File: src/rtl/tsu_queue_reader.sv
// Pops timestamp entries from the tsu queue read port into a host-visible hold
// register, with a registered fill level, a wrapping pop counter and sticky error flags.
module tsu_queue_reader #(
  parameter int RD_LAT = 1,  // 1..4
  parameter int CNT_W  = 16
) (
  input  logic             clk,
  input  logic             rst_n,
  output logic             q_rd_en,
  input  logic [7:0]       q_rd_stat,
  input  logic [127:0]     q_rd_data,
  input  logic             pop_req,
  input  logic             auto_en,
  input  logic             hold_ack,
  input  logic [1:0]       word_sel,
  output logic [31:0]      word_data,
  output logic             hold_valid,
  output logic [7:0]       level,
  output logic [CNT_W-1:0] pop_cnt,
  output logic             err_underflow,
  output logic             err_busy,
  input  logic             err_clr
);

  typedef enum logic [1:0] {IDLE, ISSUE, WAIT, CAPTURE} state_t;

  // WAIT lasts RD_LAT-1 cycles; the counter is preloaded so that it hits zero
  // in the last WAIT cycle. Unused when RD_LAT==1.
  localparam logic [1:0] WAIT_LD = 2'((RD_LAT > 1) ? RD_LAT - 2 : 0);

  state_t           state, state_nxt;
  logic [1:0]       wait_cnt;
  logic [3:0][31:0] hold;
  logic             trig, busy_evt, unf_evt;

  assign q_rd_en   = (state == ISSUE);
  assign word_data = hold[word_sel];

  always_comb begin
    state_nxt = state;
    busy_evt  = 1'b0;
    unf_evt   = 1'b0;
    trig      = pop_req | (auto_en & ~hold_valid);
    case (state)
      IDLE: begin
        // An unacknowledged entry blocks any pop and outranks the empty check.
        if (pop_req && hold_valid)                        busy_evt  = 1'b1;
        else if (trig && (level != 8'd0) && !hold_valid)  state_nxt = ISSUE;
        else if (pop_req && (level == 8'd0))              unf_evt   = 1'b1;
      end
      ISSUE: begin
        busy_evt  = pop_req;
        state_nxt = (RD_LAT > 1) ? WAIT : CAPTURE;
      end
      WAIT: begin
        busy_evt = pop_req;
        if (wait_cnt == 2'd0) state_nxt = CAPTURE;
      end
      CAPTURE: begin
        busy_evt  = pop_req;
        state_nxt = IDLE;
      end
      default: state_nxt = IDLE;
    endcase
  end

  always_ff @(posedge clk or negedge rst_n) begin
    if (!rst_n) begin
      state    <= IDLE;
      wait_cnt <= 2'd0;
    end else begin
      state <= state_nxt;
      if (state == ISSUE)                           wait_cnt <= WAIT_LD;
      else if (state == WAIT && wait_cnt != 2'd0)   wait_cnt <= wait_cnt - 2'd1;
    end
  end

  always_ff @(posedge clk or negedge rst_n) begin
    if (!rst_n) begin
      hold       <= '0;
      hold_valid <= 1'b0;
      pop_cnt    <= '0;
    end else if (state == CAPTURE) begin
      // A same-cycle ack loses to the fresh capture.
      hold       <= q_rd_data;
      hold_valid <= 1'b1;
      pop_cnt    <= pop_cnt + 1'b1;
    end else if (hold_ack) begin
      hold_valid <= 1'b0;
    end
  end

  always_ff @(posedge clk or negedge rst_n) begin
    if (!rst_n) begin
      level         <= 8'd0;
      err_underflow <= 1'b0;
      err_busy      <= 1'b0;
    end else begin
      level         <= q_rd_stat;
      err_underflow <= (err_underflow & ~err_clr) | unf_evt;
      err_busy      <= (err_busy & ~err_clr) | busy_evt;
    end
  end

endmodule

File: config.mk
export PLATFORM = sky130hd
export DESIGN_NAME = tsu_queue_reader
export DESIGN_NICKNAME = d
export VERILOG_FILES = /design/src/rtl/tsu_queue_reader.sv
export SDC_FILE = /design/constraint.sdc
export NUM_CORES = 1
export LEC_CHECK = 0
export ABC_AREA = 1
export CAP_MARGIN = 0
export CORE_MARGIN = 3
export CORE_UTILIZATION = 42
export DETAILED_ROUTE_END_ITERATION = 10
export PLACE_DENSITY = 0.72
export SKIP_CTS_REPAIR_TIMING = 1
export SLEW_MARGIN = 20
export SYNTH_ARGS = -nofsm -noshare
export SYNTH_HDL_FRONTEND = slang
export SYNTH_SLANG_ARGS = --single-unit
File: constraint.sdc
create_clock -name clk -period 1.8 [get_ports clk]
set_clock_uncertainty 0.1 [all_clocks]
set_input_delay 0.27 -clock clk [delete_from_list [all_inputs] [get_ports clk]]
set_output_delay 0.27 -clock clk [all_outputs]
set_load 0.005 [all_outputs]
==> run summary <==
Walking the worst path, the cells encountered are buf_2, buf_12, buf_4, nor2_1, o22ai_1, clkdlybuf4s50_1. The number of port buffers is 203. The first-iteration detailed-routing DRC count came out at 281. Before antenna repair, the detailed router went through 5 iterations.

The first element of the critical path is word_sel[0]. The share of the Yosys chip area taken by registers is approximately 56%. Counting flops and latches in the post-synthesis netlist gives 159.

The overall routed net length is 19,300 um. The finished layout holds 1,296 standard cells, fillers aside. The slack of the critical path is -115 ps.

In the layout the commonest cells are sky130_fd_sc_hd__nand2_1, sky130_fd_sc_hd__clkdlybuf4s50_1, sky130_fd_sc_hd__dfrtp_1, sky130_fd_sc_hd__nor2_1, sky130_fd_sc_hd__o21ai_0. The clock insertion delay at the later pin of the skew report is 420 ps. The number of buffers created by CTS is 17. After detailed routing, the number of remaining DRC violations is 0.

The global-route wire length before repair came out at 31,200 um. The final reports fail on negative setup slack. Leaving out fill and tap cells, the most frequent cell in the layout is sky130_fd_sc_hd__nand2_1.

For this run the aggregate overflow at the end of global routing stands at 0. In this run the tightest slew margin relative to its limit is 67.5%. The static leakage power came out at 0.00524 uW. The net count of the finished layout is 1,219. The required arrival time at the worst endpoint came out at around 1400 ps. TritonCTS built the clock tree.

The cell with the largest stage delay on the worst path is sky130_fd_sc_hd__clkdlybuf4s50_1. The horizontal die dimension came out at 136 um. Summed over all instances, the cell type with the most area after synthesis is sky130_fd_sc_hd__dfrtp_1. The I/O pin count came out at between 200 and 250. The maximum number of pins on one net before global-route repair came out at 81.

The top fanout value on the critical path is 53. The number of buffers and inverters on the critical path came out at 4. The flow ran to the end, but the final reports show violations. The number of buffers between clock root and the deepest sink came out at 2.

Once placement finished, the instance area stood at ~9500 um^2. The library cell used as clock root buffer is sky130_fd_sc_hd__clkbuf_16. Summed over its instances, the top area cell type makes up 56.5% of the synthesized netlist area. The number of vias per cell came out at 4.87. The final critical path time including I/O delays and setup came out at around 1900 ps.

The cell area after layout came out at slightly above 10,000 um^2. At the pin with the least slew margin, the transition time is 488 ps. Of the available clock period, the critical path in the final layout requires 106%. The max-cap check violation count came out at 0. The last weighted congestion value of the routability-driven placer came out at 0.798.

The half-perimeter wire length after placement came out at approximately 13,000 um. Data arrives at the worst endpoint at 1550 ps. The proportion of layout cells with a drive suffix above 1 is between 7 and 8%. The worst ir drop on vdd came out at 802 uV. For this run, the number of Yosys warnings is 0. The global-route usage over all layers is 21.6%.

The count of unique library cells instantiated by Yosys came out at 26. The total power density per cell area is between 1000 and 1500 nW/um^2. The mean instance size in the synthesized netlist is 8.14 um^2.

The area growth from synthesis to layout came out at 45.6%. The number of placed instances, taps included, is 1,260. The net count of the mapped netlist is 1,018. The number of cell rows is between 40 and 50. The post-synth design cell area is 7050 um^2. In the synthesized netlist, the number of instances is 866. In this run the register-to-register setup slack is 150 ps. The worst setup path is of the in -> out kind. By area the synthesized netlist is led by sky130_fd_sc_hd__dfrtp_1, sky130_fd_sc_hd__nand2_1, sky130_fd_sc_hd__o21ai_0, sky130_fd_sc_hd__nor2_1, sky130_fd_sc_hd__o22ai_1. The detail-routed net length per standard cell came out at 14.9 um. In this run the critical register-to-register path is launched from state[1].

The starting density of the core is 43.6%. The number of global-route vias before repair came out at approximately 6,400. The path depth of the worst reg2reg path is 6. Following the worst setup path forward leads to its endpoint at word_data[10]. STA classifies the critical path endpoint as an output port. Setup repair after global routing could not meet its margin everywhere. The worst hold path belongs to the class in -> reg. Broken down by cell family, the worst path's largest delay share belongs to buffers and inverters. The clock slew at the register clock pins of the worst setup and hold paths is 60 ps.

Across all layers, the routed design uses between 6,000 and 7,000 vias. The y dimension of the die came out at 136 um. The count of antenna diodes in the layout came out at 0.

The instance count on the critical path came out at 6. The stage delay of the slowest cell on the critical path came out at between 500 and 600 ps. The post-route antenna net violation count came out at 0. The core box area is 16,200 um^2. The number of slew-limit violations in the final report is 0. In this run the critical register-to-register path is captured at hold[12]. CTS built an H-tree with a depth of 4. The clock net sink count is 159. The floorplan step defined a die boundary enclosing ~18,000 um^2.

The setup-violating endpoint count in the final report came out at 1. The number of antenna violations at the first check in global routing is 0. The achievable clock frequency is 522 MHz. The kind of launch point of the worst setup path is a primary input. The hold violation total from the final report came out at 0.
[cell type report]
cell class	count	area [um^2]
sequential	159	3980
clock buffer	19	453
inverter	23	88.8
clock inverter	13	185
fill	1386	5910
multi-input combinational	636	2780
timing repair buffer	230	2500
tap	216	270
[worst min-delay path by stage]
stage | start | endpoint | slack (ps) | depth (start not counted)
2_1_floorplan | rst_n | err_busy | -130 | 0
3_3_place_gp | rst_n | level[1] | 150 | 1
3_5_place_dp | rst_n | level[1] | 150 | 1
4_1_cts | rst_n | level[1] | -300 | 1
5_1_grt | q_rd_stat[1] | level[1] | 170 | 1
6_report | q_rd_stat[4] | level[4] | 190 | 1
[cells by family (layout without fill, tap and decap cells)]
logic type	Yosys count	in the layout	synth area share, %
xor+xnor	13	13	1.72
simple gates	514	514	28.2
flops	159	159	56.5
fa+ha+maj	8	8	1.42
compound gates	101	101	7.87
buf+inv	71	285	4.35
[metrics by stage]
step                      util [%]  total power (uW)  hold slack, ps  TNS [ps]  worst slack [ps]
after floorplan                  -              9040            -126         0               338
after global placement        58.7             11200             153    -12680              -487
after detailed placement      58.7             11300             151    -13810              -519
after CTS                     62.6             15300            -295    -14390              -525
after global routing          63.4             16300             175      -245              -245
final                         63.4             15100             187      -115              -115
[Yosys cell counts, drive strengths merged]
master	number
dfrtp	159
a211oi	1
nor2	83
xnor2	3
o22ai	32
a22o	1
xor2	10
ha	8
nand4	3
clkbuf	20
nand3	8
inv	23
buf	28
nand2	416
and3	1
o31ai	1
o21ai	66
nor3	3
[power breakdown]
group	total [uW]	switching, uW	internal (uW)
Clock	3840	1440	2400
Combinational	5240	2930	2310
Sequential	6010	862	5150
[registers in the layout (all words and copies together) (netlist names)]
register and count:
err_busy 1, err_underflow 1, hold 128, hold_valid 1, level 8, pop_cnt 16
state 2, wait_cnt 2
[layer usage]
layer	part of all wire, %	vias to the layer above	GRT usage, %
li1	-	3135	-
met1	45	2972	29.0
met2	48	183	34.9
met3	5.8	20	5.09
met4	1.5	0	6.77
met5	0	-	0
(Power assumes the default switching activity.)
